`src/rtl/snn_pkg.sv`:
```
// Shared definitions for the spiking front end: FSM encoding and arithmetic helpers.
package snn_pkg;

    typedef enum logic [1:0] {
        IDLE   = 2'd0,
        SCAN   = 2'd1,
        UPDATE = 2'd2
    } state_t;

    function automatic int unsigned clog2(input int unsigned n);
        int unsigned r;
        r = 0;
        while ((64'd1 << r) < 64'(n)) r = r + 1;
        return r;
    endfunction

    // Clamp a signed value into the unsigned range [0, 2^wid-1].
    function automatic logic [31:0] sat_u(input logic signed [31:0] value, input int unsigned wid);
        logic [31:0] max_v;
        max_v = 32'((64'd1 << wid) - 64'd1);
        if (value < 0)
            return '0;
        else if ($unsigned(value) > max_v)
            return max_v;
        else
            return $unsigned(value);
    endfunction

endpackage

```
`src/rtl/syn_weight_rf.sv`:
```
// Synaptic weight register file: synchronous write, asynchronous read-before-write.
module syn_weight_rf
    import snn_pkg::*;
#(
    parameter int unsigned W_WID = 8,
    parameter int unsigned W_NUM = 4
) (
    input  logic                      clk,
    input  logic                      rst,
    input  logic                      we,
    input  logic [clog2(W_NUM)-1:0]   wr_addr,
    input  logic [W_WID-1:0]          wr_data,
    input  logic [clog2(W_NUM)-1:0]   rd_addr,
    output logic [W_WID-1:0]          rd_data_c
);

    logic [W_WID-1:0] mem [W_NUM];

    // Out-of-range addresses are dropped rather than aliased.
    always_ff @(posedge clk) begin
        if (rst) begin
            for (int i = 0; i < int'(W_NUM); i++) mem[i] <= '0;
        end else if (we && (32'(wr_addr) < W_NUM)) begin
            mem[wr_addr] <= wr_data;
        end
    end

    assign rd_data_c = mem[rd_addr];

endmodule

```
`src/rtl/spike_synapse.sv`:
```
// Spike-to-current converter: weights active inputs one per cycle, then leaks and saturates the current.
module spike_synapse
    import snn_pkg::*;
#(
    parameter int unsigned W_WID = 8,
    parameter int unsigned W_NUM = 4,
    parameter int unsigned I_WID = 8,
    parameter int unsigned TAU_S = 2
) (
    input  logic                      clk,
    input  logic                      rst,
    input  logic [W_NUM-1:0]          i_spike,
    input  logic                      i_spike_vld,
    output logic                      o_spike_rdy,
    input  logic                      w_we,
    input  logic [clog2(W_NUM)-1:0]   w_addr,
    input  logic [W_WID-1:0]          w_data,
    output logic [I_WID-1:0]          ir,
    output logic                      o_ir_vld
);

    localparam int unsigned A_WID   = clog2(W_NUM);
    localparam int unsigned ACC_WID = W_WID + A_WID + 1;
    localparam int unsigned NXT_WID = I_WID + W_WID + A_WID + 1;

    state_t                     state_q, state_d;
    logic [W_NUM-1:0]           spk_q, spk_d;
    logic signed [ACC_WID-1:0]  acc_q, acc_d;
    logic [A_WID-1:0]           idx_q, idx_d;
    logic [I_WID-1:0]           ir_d;
    logic                       ir_vld_d;
    logic                       rdy_d;
    logic [W_WID-1:0]           w_rd_c;
    logic signed [W_WID-1:0]    w_s;
    logic signed [NXT_WID-1:0]  cur_ext, leak_ext, acc_ext, nxt;

    syn_weight_rf #(
        .W_WID (W_WID),
        .W_NUM (W_NUM)
    ) u_rf (
        .clk       (clk),
        .rst       (rst),
        .we        (w_we),
        .wr_addr   (w_addr),
        .wr_data   (w_data),
        .rd_addr   (idx_q),
        .rd_data_c (w_rd_c)
    );

    // Next-state, datapath and registered-output values.
    always_comb begin
        state_d  = state_q;
        spk_d    = spk_q;
        acc_d    = acc_q;
        idx_d    = idx_q;
        ir_d     = ir;
        ir_vld_d = 1'b0;

        w_s      = w_rd_c;
        cur_ext  = NXT_WID'(ir);
        leak_ext = NXT_WID'(ir >> TAU_S);
        acc_ext  = NXT_WID'(acc_q);
        nxt      = cur_ext - leak_ext + acc_ext;

        case (state_q)
            IDLE: begin
                if (i_spike_vld && o_spike_rdy) begin
                    spk_d   = i_spike;
                    acc_d   = '0;
                    idx_d   = '0;
                    state_d = SCAN;
                end
            end
            SCAN: begin
                if (spk_q[idx_q]) acc_d = acc_q + ACC_WID'(w_s);
                if (32'(idx_q) == W_NUM - 1) state_d = UPDATE;
                else                         idx_d   = idx_q + A_WID'(1);
            end
            UPDATE: begin
                ir_d     = I_WID'(sat_u(32'(nxt), I_WID));
                ir_vld_d = 1'b1;
                state_d  = IDLE;
            end
            default: state_d = IDLE;
        endcase

        rdy_d = (state_d == IDLE);
    end

    always_ff @(posedge clk) begin
        if (rst) begin
            state_q     <= IDLE;
            spk_q       <= '0;
            acc_q       <= '0;
            idx_q       <= '0;
            ir          <= '0;
            o_ir_vld    <= 1'b0;
            o_spike_rdy <= 1'b1;
        end else begin
            state_q     <= state_d;
            spk_q       <= spk_d;
            acc_q       <= acc_d;
            idx_q       <= idx_d;
            ir          <= ir_d;
            o_ir_vld    <= ir_vld_d;
            o_spike_rdy <= rdy_d;
        end
    end

endmodule

```
`config.mk`:
```
export PLATFORM = sky130hd
export DESIGN_NAME = spike_synapse
export DESIGN_NICKNAME = d
export VERILOG_FILES = /design/src/rtl/snn_pkg.sv /design/src/rtl/syn_weight_rf.sv /design/src/rtl/spike_synapse.sv
export SDC_FILE = /design/constraint.sdc
export NUM_CORES = 1
export LEC_CHECK = 0
export ABC_AREA = 1
export BUFFER_PORTS_ARGS = -buffer_cell sky130_fd_sc_hd__buf_2
export CELL_PAD_IN_SITES_DETAIL_PLACEMENT = 1
export CELL_PAD_IN_SITES_GLOBAL_PLACEMENT = 1
export CORE_ASPECT_RATIO = 0.6
export CORE_MARGIN = 10
export CORE_UTILIZATION = 41
export CTS_BUF_LIST = sky130_fd_sc_hd__clkbuf_8 sky130_fd_sc_hd__clkbuf_16
export CTS_CLUSTER_SIZE = 40
export DETAILED_ROUTE_END_ITERATION = 10
export PLACE_DENSITY_LB_ADDON = 0.1
export SKIP_CTS_REPAIR_TIMING = 1
export SYNTH_ARGS = -nofsm -noshare
export SYNTH_HDL_FRONTEND = slang
export SYNTH_HIERARCHICAL = 1
export SYNTH_SLANG_ARGS = --single-unit
```
`constraint.sdc`:
```
create_clock -name clk -period 9.2 [get_ports clk]
set_input_delay 0.46 -clock clk [delete_from_list [all_inputs] [get_ports clk]]
set_output_delay 0.46 -clock clk [all_outputs]
set_load 0.005 [all_outputs]
```
==> results.yml <==
setup_path:
  critPathLaunchType: "flop"
  r2r_end: "ir[6]"
  reg2reg_slack_ns: 5.63
  worstPathMaxFanout: 8
  r2r_cells: 20
  timing.rr.start: "ir[0]"
  arrival_ns: 3.76
  worstPathRequired_ns: 9.39
  endpoint_kind: "flop"
  crit_type: "reg -> reg"
synth:
  post_synth_xor_area_fraction_pct: 3.19
  synth-edff-count: 32
  synth_mux_area_share_pct: 0
  syn_nets: 609
  yosys_register_bits: 61
  yosysTopAreaCell: "edfxtp_1"
  synth_warnings: 6
  syn_area_mm2: 0.00412
  synthFlopType: "edfxtp_1"
  yosys.area.top_type_share_pct: 23.3
  synthTopCellsByArea: "edfxtp_1 (23%), dfxtp_1 (14%), nand2_1 (13%)"
  ys_seq_area_share_pct: 37.4
  synthCells: 557
  synth-compound-area-share_pct: 8.32
  syn_avg_cell_area_um2: 7.40
  synth_top_family_by_area: "simple AND/OR/NAND/NOR gates"
  synth-simple-area-share_pct: 29.9
  synthAdderAreaFrac_pct: 10.9
  synth-async-reset-ratio_pct: 0
  synth_cell_types: 35
sta:
  worst-slew-pin-transition_ns: 0.809
  setup_ws_ns: 5.63
  finalCritPeriodShare_pct: 38.8
  clock.fmax_mhz: 280
  rsz0062_at_grt: "false"
  slew_headroom_pct: 46.0
  fin_crit_ns: 3.57
  finalHoldViolations: 0
  setup_viol: 0
  drv_slew: 0
  worst_clock_skew_ns: 0.00735
  fin_tns_setup_ns: 0
power_and_ir_drop:
  comb_power_share_pct: 14.4
  p_sw_share_pct: 28.0
  p_seq_share_pct: 41.5
  p_sw_mw: 0.211
  clkPwrFrac_pct: 44.2
  internal_power_mw: 0.544
  power_density_mw_per_mm2: 162
  p_leak_nw: 2.31
  power_mw: 0.755
  ir_drop_v: 0.000103
placement:
  gp_congestion: 0.844
  place_area_mm2: 0.00438
  pre_cts_ws_ns: 5.72
  dp_hpwl_um: 9260
  port_buffers: 27
route:
  ant_nets: 0
  totalWireLength_um: 11700
  viasPerCell: 5.09
  drt_first_pass_iters: 4
  drcViolationCount: 0
  vias: 3705
  wl_per_cell_um: 16.1
  drt_iter0_markers: 224
clocking:
  ctsHtreeMaxLevel: 3
  cts_tree: "done"
  ctsLongestPathBuffers: 2
  cts-root-buf: "clkbuf_16"
  clk_latency_ns: 0.33
  clk_pin_slew_ns: 0.06
  cts-buffers-inserted: 9
  cts.sinks: 61
die:
  fp.dieW_um: 149
  die-area_mm2: 0.0146
  fp-row-count: 28
  coreArea_mm2: 0.00984
  start_util_pct: 41.9
  io_pins: 28
  fp.dieH_um: 97.7
worst_hold_path:
  min_to: "spk_q[0]"
  worstHoldStart: "i_spike[0]"
  hp-class: "in -> reg"
  holdPathStages: 3
global_routing:
  grt_usage_pct: 16.6
  antenna_found_initial: 0
  grt_pass1_wl_um: 19400
  grt_pass1_vias: 3747
  grt_max_degree: 27
  grt_overflow_total: 0
final_layout:
  postLayoutCellArea_mm2: 0.00468
  finish.utilization_pct: 47.5
  antenna_cells: 0
  nets: 640
  layout_common_cells: "nand2_1 (147), inv_1 (93), nor2_1 (54), nand3_1 (50), a21oi_1 (33)"
  num-fill-cells: 1265
  drive_gt1_share_pct: 12.3
  area_growth_syn_to_layout_pct: 13.5
  mostFrequentLayoutCell: "nand2_1"
job:
  maxCapViolCount: 0
run_status:
  status: "finished, final reports clean"
logic make-up after synthesis:
kind of cell / after synthesis
AOI/OAI and AO/OA: 59
xor gates and xnor gates: 15
adders and majority gates: 34
buffers and inverters: 107
DFF: 61
and+or+nand+nor: 281
sequential cells by signal (all words and copies together) (netlist names):
name	cells
acc_q	11
idx_q	2
ir	8
o_ir_vld	1
o_spike_rdy	1
spk_q	4
state_q	2
u_rf/mem	32
critical path: stages, from the launching register on:
cell and delay, ns:
dfxtp_1 0.36, inv_1 0.07, ha_1 0.21, fa_1 0.42, o21ai_0 0.34, nand2_1 0.09
nand2_1 0.10, a21oi_1 0.10, nand2_1 0.07, nor2_1 0.07, ha_1 0.41, nand2_1 0.13
inv_1 0.05, a21oi_1 0.17, nand3_2 0.17, nor2_1 0.16, nand2_1 0.08, nand2_2 0.17
nand3_1 0.10, nand2_1 0.09, a21oi_2 0.05
metal layers:
metal	global-route usage, %	vias up	routed length (um)
met4	4.28	0	97
li1	-	1840	-
met2	22.3	89	4580
met3	4.42	9	679
met5	0	-	0
met1	25.1	1767	6340
area by class of cell:
type	count	area [um2]	area share [%]
Clock inverter	5	33.8	0.722
Multi-Input combinational cell	389	2150	46.1
Tap cell	135	169	3.61
Sequential cell	61	1540	33.0
Timing Repair Buffer	28	143	3.05
Clock buffer	11	264	5.64
Inverter	99	372	7.95
worst max-delay path by stage:
stage | startpoint | cells after the start | endpoint | slack (ns)
finish | ir[0] | 20 | ir[6] | 5.63
global route | ir[0] | 20 | ir[7] | 5.32
CTS | ir[0] | 20 | ir[0] | 5.69
detailed placement | ir[0] | 20 | ir[0] | 5.72
global placement | ir[0] | 20 | ir[0] | 5.82
floorplan | ir[0] | 21 | ir[1] | 6.28
synth_stat cells (3+ instances only):
master / n
a21oi_1: 33
a21oi_2: 8
buf_2: 3
clkinv_1: 3
dfxtp_1: 29
edfxtp_1: 32
fa_1: 3
ha_1: 31
inv_1: 92
inv_2: 4
nand2_1: 147
nand2_2: 4
nand3_1: 50
nand3_2: 3
nand4_1: 4
nor2_1: 54
nor3_1: 8
o21ai_0: 10
or2_2: 3
xnor2_1: 5
xor2_1: 10
metrics by stage:
step	std cells	hold slack [ns]
6_report	728	0.381
5_1_grt	728	0.390
4_1_cts	728	0.368
2_1_floorplan	557	0.435
3_5_place_dp	712	0.473
3_3_place_gp	712	0.457
power by group through the flow:
stage	Combinational [mW]	Clock, mW	Sequential, mW
6_report	0.108	0.334	0.313
3_3_place_gp	0.102	0	0.319
2_1_floorplan	0.0810	0	0.314
4_1_cts	0.108	0.340	0.314
5_1_grt	0.125	0.354	0.315
3_5_place_dp	0.107	0	0.319
(Power assumes the default switching activity.)
